**src/rtl/seg7_pkg.sv**
```systemverilog
// Shared definitions for the four-digit seven-segment scanner.
//
// Contents:
//   NUM_DIGITS        number of display digits (4)
//   digit_idx_t       2-bit scan index type (0 = ones ... 3 = thousands)
//   SEG_0..SEG_9      active-high segment patterns, bit 0 = a ... bit 6 = g
//   SEG_DASH          pattern for non-BCD codes (g only)
//   SEG_OFF           all segments dark
package seg7_pkg;

    localparam int NUM_DIGITS = 4;

    typedef logic [1:0] digit_idx_t;

    localparam logic [6:0] SEG_0    = 7'h3F;
    localparam logic [6:0] SEG_1    = 7'h06;
    localparam logic [6:0] SEG_2    = 7'h5B;
    localparam logic [6:0] SEG_3    = 7'h4F;
    localparam logic [6:0] SEG_4    = 7'h66;
    localparam logic [6:0] SEG_5    = 7'h6D;
    localparam logic [6:0] SEG_6    = 7'h7D;
    localparam logic [6:0] SEG_7    = 7'h07;
    localparam logic [6:0] SEG_8    = 7'h7F;
    localparam logic [6:0] SEG_9    = 7'h6F;
    localparam logic [6:0] SEG_DASH = 7'h40;
    localparam logic [6:0] SEG_OFF  = 7'h00;

endpackage

```
**src/rtl/bcd_seg7_scan_if.sv**
```systemverilog
// Bundle between the BCD converter, the scanner and the display pins.
//
// Signals:
//   load                       single-cycle capture strobe (converter -> scanner)
//   thousands/hundreds/tens/ones  BCD digits 3..0 (converter -> scanner)
//   an[3:0]                    digit enables, an[i] drives digit i
//   seg[6:0]                   segment lines, seg[0]=a ... seg[6]=g
//   frame_tick                 one-cycle pulse on scan wrap 3 -> 0
//   dbg_idx                    current scan index, for observation only
//
// Handshake: load is a fire-and-forget strobe with no ready; the digits are
// sampled on every clk edge where load is 1, and the scanner can always take
// them, so there is no back-pressure and no transaction is ever dropped.
//
// Modports: master = digit source / observer, slave = scanner.
interface bcd_seg7_scan_if;
    import seg7_pkg::*;

    logic       load;
    logic [3:0] thousands;
    logic [3:0] hundreds;
    logic [3:0] tens;
    logic [3:0] ones;
    logic [3:0] an;
    logic [6:0] seg;
    logic       frame_tick;
    digit_idx_t dbg_idx;

    modport master (
        output load, thousands, hundreds, tens, ones,
        input  an, seg, frame_tick, dbg_idx
    );

    modport slave (
        input  load, thousands, hundreds, tens, ones,
        output an, seg, frame_tick, dbg_idx
    );

endinterface

```
**src/rtl/seg7_decode.sv**
```systemverilog
// Combinational BCD code to seven-segment pattern decoder.
//
// Ports:
//   code     input  4  digit code; 0..9 decode normally, 10..15 show a dash
//   pattern  output 7  active-high segments, bit 0 = a ... bit 6 = g
module seg7_decode
    import seg7_pkg::*;
(
    input  logic [3:0] code,
    output logic [6:0] pattern
);

    always_comb begin
        pattern = SEG_DASH;
        case (code)
            4'd0:    pattern = SEG_0;
            4'd1:    pattern = SEG_1;
            4'd2:    pattern = SEG_2;
            4'd3:    pattern = SEG_3;
            4'd4:    pattern = SEG_4;
            4'd5:    pattern = SEG_5;
            4'd6:    pattern = SEG_6;
            4'd7:    pattern = SEG_7;
            4'd8:    pattern = SEG_8;
            4'd9:    pattern = SEG_9;
            default: pattern = SEG_DASH;
        endcase
    end

endmodule

```
**src/rtl/bcd_seg7_scan.sv**
```systemverilog
// Four-digit multiplexed seven-segment scanner.
//
// Captures four BCD digits on a load strobe and scans them onto a
// common-segment display, one digit per CLK_DIV-cycle slot, with the first
// BLANK_CYCLES cycles of every slot dark to suppress ghosting.
//
// Ports:
//   clk   input   system clock
//   rst   input   asynchronous active-high reset
//   bus   slave   bcd_seg7_scan_if (load, digits in; an, seg, frame_tick,
//                 dbg_idx out)
//
// Parameters:
//   CLK_DIV       cycles per digit slot, must be >= BLANK_CYCLES+2
//   BLANK_CYCLES  dark cycles at the start of each slot
//   ACTIVE_LOW    1 = an/seg active-low, 0 = active-high
//
// Optional build macro:
//   LEADING_ZERO_BLANK_EN  when defined, leading zero digits (never the ones
//                          digit) are shown with all segments off.
module bcd_seg7_scan
    import seg7_pkg::*;
#(
    parameter int CLK_DIV      = 50000,
    parameter int BLANK_CYCLES = 16,
    parameter int ACTIVE_LOW   = 1
) (
    input  logic            clk,
    input  logic            rst,
    bcd_seg7_scan_if.slave  bus
);

    localparam int              PW         = (CLK_DIV > 1) ? $clog2(CLK_DIV) : 1;
    localparam logic [PW-1:0]   PRESC_LAST = PW'(CLK_DIV - 1);
    localparam logic [PW-1:0]   BLANK_END  = PW'(BLANK_CYCLES);
    localparam logic            INV        = (ACTIVE_LOW != 0);
    localparam logic [3:0]      AN_IDLE    = INV ? 4'hF : 4'h0;
    localparam logic [6:0]      SEG_IDLE   = INV ? 7'h7F : 7'h00;

    logic [NUM_DIGITS-1:0][3:0] digits_q;
    logic [PW-1:0]              presc_q;
    digit_idx_t                 idx_q;
    logic [3:0]                 an_q;
    logic [6:0]                 seg_q;
    logic                       tick_q;

    logic                       slot_end;
    logic [3:0]                 cur_code;
    logic [6:0]                 dec_pattern;
    logic                       lead_zero;
    logic [3:0]                 an_lit;
    logic [6:0]                 seg_lit;

    // All four digits are registered in the same edge so a digit slot can
    // never show a mix of old and new values.
    always_ff @(posedge clk or posedge rst) begin
        if (rst) begin
            digits_q <= '0;
        end else if (bus.load) begin
            digits_q <= {bus.thousands, bus.hundreds, bus.tens, bus.ones};
        end
    end

    assign slot_end = (presc_q == PRESC_LAST);

    always_ff @(posedge clk or posedge rst) begin
        if (rst) begin
            presc_q <= '0;
            idx_q   <= '0;
            tick_q  <= 1'b0;
        end else begin
            if (slot_end) begin
                presc_q <= '0;
                idx_q   <= idx_q + 2'd1;
            end else begin
                presc_q <= presc_q + PW'(1);
            end
            // Registered so it is high in the first cycle of digit 0's slot.
            tick_q <= slot_end && (idx_q == 2'd3);
        end
    end

    assign cur_code = digits_q[idx_q];

    seg7_decode u_decode (
        .code    (cur_code),
        .pattern (dec_pattern)
    );

`ifdef LEADING_ZERO_BLANK_EN
    // A digit is dark when it and every more-significant digit are zero;
    // the ones digit always shows so that a value of 0 reads "0".
    always_comb begin
        lead_zero = 1'b0;
        case (idx_q)
            2'd3:    lead_zero = (digits_q[3] == 4'd0);
            2'd2:    lead_zero = (digits_q[3] == 4'd0) && (digits_q[2] == 4'd0);
            2'd1:    lead_zero = (digits_q[3] == 4'd0) && (digits_q[2] == 4'd0)
                              && (digits_q[1] == 4'd0);
            default: lead_zero = 1'b0;
        endcase
    end
`else
    assign lead_zero = 1'b0;
`endif

    // Internal view is active-high; polarity is applied only at the output
    // register. Segments carry the decoded digit even while blanked, since
    // the dark enables already hide them.
    assign an_lit  = (presc_q < BLANK_END) ? 4'b0000 : (4'b0001 << idx_q);
    assign seg_lit = lead_zero ? SEG_OFF : dec_pattern;

    always_ff @(posedge clk or posedge rst) begin
        if (rst) begin
            an_q  <= AN_IDLE;
            seg_q <= SEG_IDLE;
        end else begin
            an_q  <= an_lit ^ {4{INV}};
            seg_q <= seg_lit ^ {7{INV}};
        end
    end

    assign bus.an         = an_q;
    assign bus.seg        = seg_q;
    assign bus.frame_tick = tick_q;
    assign bus.dbg_idx    = idx_q;

endmodule
```
**src/flat_wrapper.sv**
```systemverilog
// flat-port wrapper written by rule: the top's interface ports become plain ports
module bcd_seg7_scan_flat import seg7_pkg::*;
#(
    parameter int CLK_DIV      = 50000,
    parameter int BLANK_CYCLES = 16,
    parameter int ACTIVE_LOW   = 1
)
  (clk, rst, bus_load, bus_thousands, bus_hundreds, bus_tens, bus_ones, bus_an, bus_seg, bus_frame_tick, bus_dbg_idx);
  bcd_seg7_scan_if bus_i ();
  input  logic clk;
  input  logic rst;
  input wire logic [$bits(bus_i.load)-1:0] bus_load;
  input wire logic [$bits(bus_i.thousands)-1:0] bus_thousands;
  input wire logic [$bits(bus_i.hundreds)-1:0] bus_hundreds;
  input wire logic [$bits(bus_i.tens)-1:0] bus_tens;
  input wire logic [$bits(bus_i.ones)-1:0] bus_ones;
  output wire logic [$bits(bus_i.an)-1:0] bus_an;
  output wire logic [$bits(bus_i.seg)-1:0] bus_seg;
  output wire logic [$bits(bus_i.frame_tick)-1:0] bus_frame_tick;
  output wire logic [$bits(bus_i.dbg_idx)-1:0] bus_dbg_idx;
  assign bus_i.load = bus_load;
  assign bus_i.thousands = bus_thousands;
  assign bus_i.hundreds = bus_hundreds;
  assign bus_i.tens = bus_tens;
  assign bus_i.ones = bus_ones;
  assign bus_an = bus_i.an;
  assign bus_seg = bus_i.seg;
  assign bus_frame_tick = bus_i.frame_tick;
  assign bus_dbg_idx = bus_i.dbg_idx;
  bcd_seg7_scan #(.CLK_DIV(CLK_DIV), .BLANK_CYCLES(BLANK_CYCLES), .ACTIVE_LOW(ACTIVE_LOW)) u_core (.clk(clk), .rst(rst), .bus(bus_i));
endmodule
```
**config.mk**
```make
export PLATFORM = sky130hd
export DESIGN_NAME = bcd_seg7_scan_flat
export DESIGN_NICKNAME = d
export VERILOG_FILES = /design/src/rtl/seg7_pkg.sv /design/src/rtl/bcd_seg7_scan_if.sv /design/src/rtl/seg7_decode.sv /design/src/rtl/bcd_seg7_scan.sv /design/src/flat_wrapper.sv
export SDC_FILE = /design/constraint.sdc
export NUM_CORES = 1
export LEC_CHECK = 0
export BUFFER_PORTS_ARGS = -buffer_cell sky130_fd_sc_hd__buf_4
export CAP_MARGIN = 20
export CORE_MARGIN = 2
export CORE_UTILIZATION = 50
export CTS_CLUSTER_DIAMETER = 100
export CTS_CLUSTER_SIZE = 30
export DETAILED_ROUTE_END_ITERATION = 12
export PLACE_DENSITY = 0.84
export SLEW_MARGIN = 10
export SYNTH_ARGS = -nofsm -noshare
export SYNTH_HDL_FRONTEND = slang
export SYNTH_SLANG_ARGS = --single-unit
```
**constraint.sdc**
```tcl
create_clock -name clk -period 2.6 [get_ports clk]
set_input_delay 0.13 -clock clk [delete_from_list [all_inputs] [get_ports clk]]
set_output_delay 0.13 -clock clk [all_outputs]
set_load 0.02 [all_outputs]
```
After elaboration in Yosys (flattened, before gate mapping)
Memory sizes are Yosys's and may differ from the RTL's.
Index checks and enable logic that the tools add are counted.
W data, S select, Z words.
{ "word_totals": {"regBits": 46, "mem_bits_ro": 112, "input_bits": 19, "output_inout_bits": 14, "elab_cells": 24, "mem_count": 1} }
{ "classes": {"n_addsub": 2, "n_lt_le_gt_ge": 2, "eq_ne": 2, "shift": 1, "muxes": 4, "bitwise_logic": 2, "reduce_logical": 1} }
{ "mem_list": {"columns": ["memory", "words", "width", "rd", "rd_ports_with_merged_regs", "write_ports", "line_no", "rtl"], "rows": [
  ["(name not given)", 16, 7, 1, 0, 0, "seg7_decode.sv:15", "case (code)"]
]} }
{ "op_table": {"columns": ["operator", "n"], "rows": [
  ["$add A16 B1 Y16 const B", 1],
  ["$eq A16 B16 Y1 const B", 1],
  ["$lt A16 B5 Y1 const B", 1],
  ["$mux W16", 1],
  ["$bmux W4 S2", 1],
  ["$mux W4", 2],
  ["$not A7 Y7", 1],
  ["$not A4 Y4", 1],
  ["$shl A1 B2 Y4 const A", 1],
  ["$lt A2 B3 Y1 const B", 1],
  ["$add A2 B1 Y2 const B", 1],
  ["$eq A2 B2 Y1 const B", 1],
  ["$logic_and A1 B1 Y1", 1]
]} }

Depth between registers and ports, before layout
An unclocked memory read counts as a cell.
{ "depth": {"word_depth": 4, "mapped_depth": 6, "mapped_depth_nobuf": 5} }

Cells and area by module
Synthesis repeated with hierarchy kept, for this count alone.
{ "hier_totals": {"hier_cells": 180, "hier_area_um2": 2187.1} }
{ "by_module_without_submodules": {"columns": ["mod", "instances", "cells_each", "area_each_um2", "seq_area_each_um2"], "rows": [
  ["bcd_seg7_scan", 1, 151, 1961.9, 1164.9],
  ["seg7_decode", 1, 29, 225.2, 0.0]
]} }

Worst setup path after synthesis
Ideal clock, no wire load.
{ "synth_path": {"kind": "reg2reg", "from": "reg u_core.idx_q[0] (netlist: u_core.bus.dbg_idx[0])", "to": "reg u_core.seg_q[3] (netlist: u_core.bus.seg[3])", "setup_time_ps": 64, "arrival_time_ps": 1806, "t_required_ps": 2536, "path_slack_ps": 730, "path_stages_with_launch": 7, "n_path_buf": 1, "period_less_slack_ps": 1870, "cell_sequence": "dfrtp_1 -> buf_6 -> mux4_2 -> inv_1 -> ha_1 -> or2b_1 -> nand3_1"} }
{ "synth_via": {"elab_chain_len": 4} }
{ "synth_lines": {"columns": ["item", "line_no", "rtl"], "rows": [
  ["start: declaration", "bcd_seg7_scan.sv:42", "digit_idx_t idx_q;"],
  ["start signal: assignment", "bcd_seg7_scan.sv:74", "idx_q <= idx_q + 2'd1;"],
  ["$bmux W4 S2", "bcd_seg7_scan.sv:83", "assign cur_code = digits_q[idx_q];"],
  ["$mux W4 (not written as such)", "bcd_seg7_scan.sv:83", null],
  ["$mem_v2 Z16 W7", null, null],
  ["$not A7 Y7 (no line)", null, null],
  ["end signal: assignment", "bcd_seg7_scan.sv:119", "seg_q <= seg_lit ^ {7{INV}};"],
  ["end: declaration", "bcd_seg7_scan.sv:44", "logic [6:0] seg_q;"]
]} }
No other way between the ends. The select of a mux whose other input is x is not followed.
A chain may end at the register's enable or synchronous reset.

Final worst setup path
Same ends and word-level chain as after synthesis.

==> flow_summary.json <==
{
  "status": "completed",
  "post-route-min-period_ns": 1.91,
  "period_share_pct": 73.6,
  "arrival_ns": 2.15,
  "total_power_mw": 1.49,
  "num_rows": 23,
  "via_per_inst": 5.26,
  "critPathKind": "flop to flop",
  "netlist_instances": 170,
  "yosys_warnings": 0,
  "power.leakage_nw": 1.13,
  "numClockSinks": 46,
  "die_x_um": 68.8,
  "wl_per_cell_um": 14.0,
  "overflow": 0,
  "ir_drop_mv": 0.443,
  "max_slew_margin_pct": 42.5,
  "end_kind": "flop",
  "power_density_nw_per_um2": 595,
  "antenna_found_initial": 0,
  "utilization_pct": 62.1,
  "cts_tree": "done",
  "hold_viol": 0,
  "synth-seq-area-share_pct": 55.4,
  "start_util_pct": 52.1,
  "grt_max_degree": 26,
  "final_nets": 235,
  "io_buffer_count": 32,
  "cp_max_fo": 8,
  "ctsResizeCount": 0,
  "synth.area.top_cells": "dfrtp_1, dfstp_2, mux2_2",
  "critPathLaunchType": "flop",
  "grt_pass1_wl_mm": 6.11,
  "hp-class": "input pin to async pin",
  "cts.hold.buffers_added": 0,
  "cts_buffers": 5,
  "tns_ns": 0,
  "reg2regPathDepth": 5,
  "cts_buffer_depth": 2,
  "drc_errors": 0,
  "netlist_area_um2": 2100,
  "syn_nets": 199,
  "first_pass_iters": 4,
  "crit_required_ns": 2.84,
  "fmax_mhz": 522,
  "insertion_delay_ns": 0.30,
  "die_y_um": 68.8,
  "timing.rr.start": "u_core.bus.dbg_idx[0]$_DFFE_PP0N_",
  "critPathLaunch": "u_core.bus.dbg_idx[0]$_DFFE_PP0N_",
  "synth.ff_latch_count": 46,
  "place_inst": 249,
  "r2r_end": "u_core.bus.seg[3]$_DFF_PP1_",
  "grt_pass1_vias": 1368,
  "path_clk_slew_ns": 0.09,
  "wl_mm": 3.60,
  "drt_iter0_drc": 88,
  "rsz0062_at_grt": "no",
  "io_pins": 33,
  "num-fill-cells": 327,
  "vias": 1352,
  "place_ws_ns": 0.700,
  "post_cts_buffers": 0,
  "skew_ns": 0.00738,
  "drv_cap": 0,
  "synth_area_per_cell_um2": 12.4,
  "synth.distinct_cells": 31,
  "dp_hpwl_mm": 2.75,
  "finalSetupViolCount": 0,
  "worstMarginPinSlew_ns": 0.861,
  "cp-endpoint": "u_core.bus.seg[3]$_DFF_PP1_",
  "synth_largest_area_cell": "dfrtp_1",
  "diodes": 0,
  "area_delta_synth_final_pct": 19.1,
  "dieArea_um2": 4740,
  "regToRegSetupSlack_ns": 0.69,
  "drive_gt1_share_pct": 37.2,
  "fin_cells": 257,
  "htreeDepth": 2,
  "core_area_um2": 4030,
  "grt_use_total_pct": 17.4,
  "gp_congestion": 0.884,
  "synth_top_area_share_pct": 41.7,
  "slew_violations": 0,
  "cts_root_buf": "clkbuf_8",
  "worst_slack_ns": 0.686,
  "ant_nets": 0
}
-- critical path, cell delays in order, from the launching register on --
cell and delay [ns]:
dfrtp_1 0.58, mux4_2 0.60, inv_1 0.13, ha_1 0.25
or2b_1 0.22, nand3_1 0.07
-- per-stage QoR --
| stage | hold WS (ns) | area [um^2] |
|---|---|---|
| global route | 0.0544 | 2500 |
| global placement | 0.360 | 2390 |
| CTS | 0.0482 | 2500 |
| floorplan | 0.282 | 2100 |
| detailed placement | 0.367 | 2390 |
| finish | 0.00885 | 2500 |
-- state kept, by name (all words and copies together), names as in the netlist --
register,cells
u_core.presc_q,16
u_core.bus.frame_tick,1
u_core.digits_q,16
u_core.bus.an,4
u_core.bus.dbg_idx,2
u_core.bus.seg,7
-- layout make-up --
cell class / count / area (um^2) / area share (%)
Sequential cell: 46 / 1160 / 46.6
Multi-Input combinational cell: 111 / 875 / 35.0
Timing Repair Buffer: 35 / 263 / 10.5
Clock buffer: 6 / 72.6 / 2.90
Tap cell: 50 / 62.6 / 2.50
Clock inverter: 2 / 37.5 / 1.50
Inverter: 7 / 26.3 / 1.05
-- cell families after synthesis --
| kind of cell | after synthesis | share of synthesized area, % |
|---|---|---|
| AOI/OAI and AO/OA | 4 | 1.07 |
| xor gates and xnor gates | 15 | 6.25 |
| adders and majority gates | 10 | 5.96 |
| buffers and inverters | 13 | 2.92 |
| DFF | 46 | 55.4 |
| muxes | 21 | 13.4 |
| and+or+nand+nor | 61 | 15.0 |
-- cells in the final DEF (no fill, tap or decap), drive strengths merged --
cell      count
or2           1
clkbuf        6
mux2         17
nand2        16
o21ai         1
bufinv        1
buf          35
nor3          4
inv           7
nor4          5
xor2          4
ha           10
nand4         6
nor2         13
nor2b         3
or4           1
and3          1
dfrtp        35
a21oi         2
nand3b        1
clkinvlp      1
xnor2        11
mux4          4
or2b          1
nand3         8
dfstp        11
or3           1
o31ai         1
-- layer usage --
metal,GRT usage [%],vias up,share of wire (%)
li1,-,652,-
met1,24.7,662,48
met2,26.1,31,46
met3,3.90,7,4.0
met4,6.86,0,2.2
met5,0,-,0
-- worst min-delay path by stage --
stage,from,endpoint,slack (ns),depth (start not counted)
finish,rst,u_core.bus.dbg_idx[0]$_DFFE_PP0N_,0.009,2
global placement,rst,u_core.bus.frame_tick$_DFF_PP0_,0.36,2
floorplan,bus_hundreds[3],u_core.digits_q[11]$_DFFE_PP0P_,0.28,1
detailed placement,rst,u_core.presc_q[7]$_DFF_PP0_,0.37,2
CTS,rst,u_core.presc_q[6]$_DFF_PP0_,0.05,2
global route,bus_thousands[3],u_core.digits_q[15]$_DFFE_PP0P_,0.05,2
-- Yosys cell counts --
master	count
a21oi_1	2
and3_1	1
dfrtp_1	35
buf_4	1
nor2_1	13
buf_2	1
dfstp_2	11
or2b_1	1
nand2_1	15
buf_1	1
buf_6	1
nor3_1	4
ha_1	10
inv_1	7
nand2_4	1
or2_4	1
o21ai_1	1
or3_1	1
nor4_1	4
mux2_2	17
or4_1	1
clkbuf_1	2
xnor2_1	11
mux4_2	4
xor2_1	4
o31ai_1	1
nor4_2	1
nor2b_1	3
nand3b_1	1
nand3_1	8
nand4_1	6
-- report_power, final --
part,total [mW],internal (mW),switching (mW)
clock,0.525,0.287,0.238
combinational,0.175,0.0881,0.0868
sequential,0.788,0.770,0.0183
total,1.49,1.14,0.343
(Power assumes the default switching activity.)
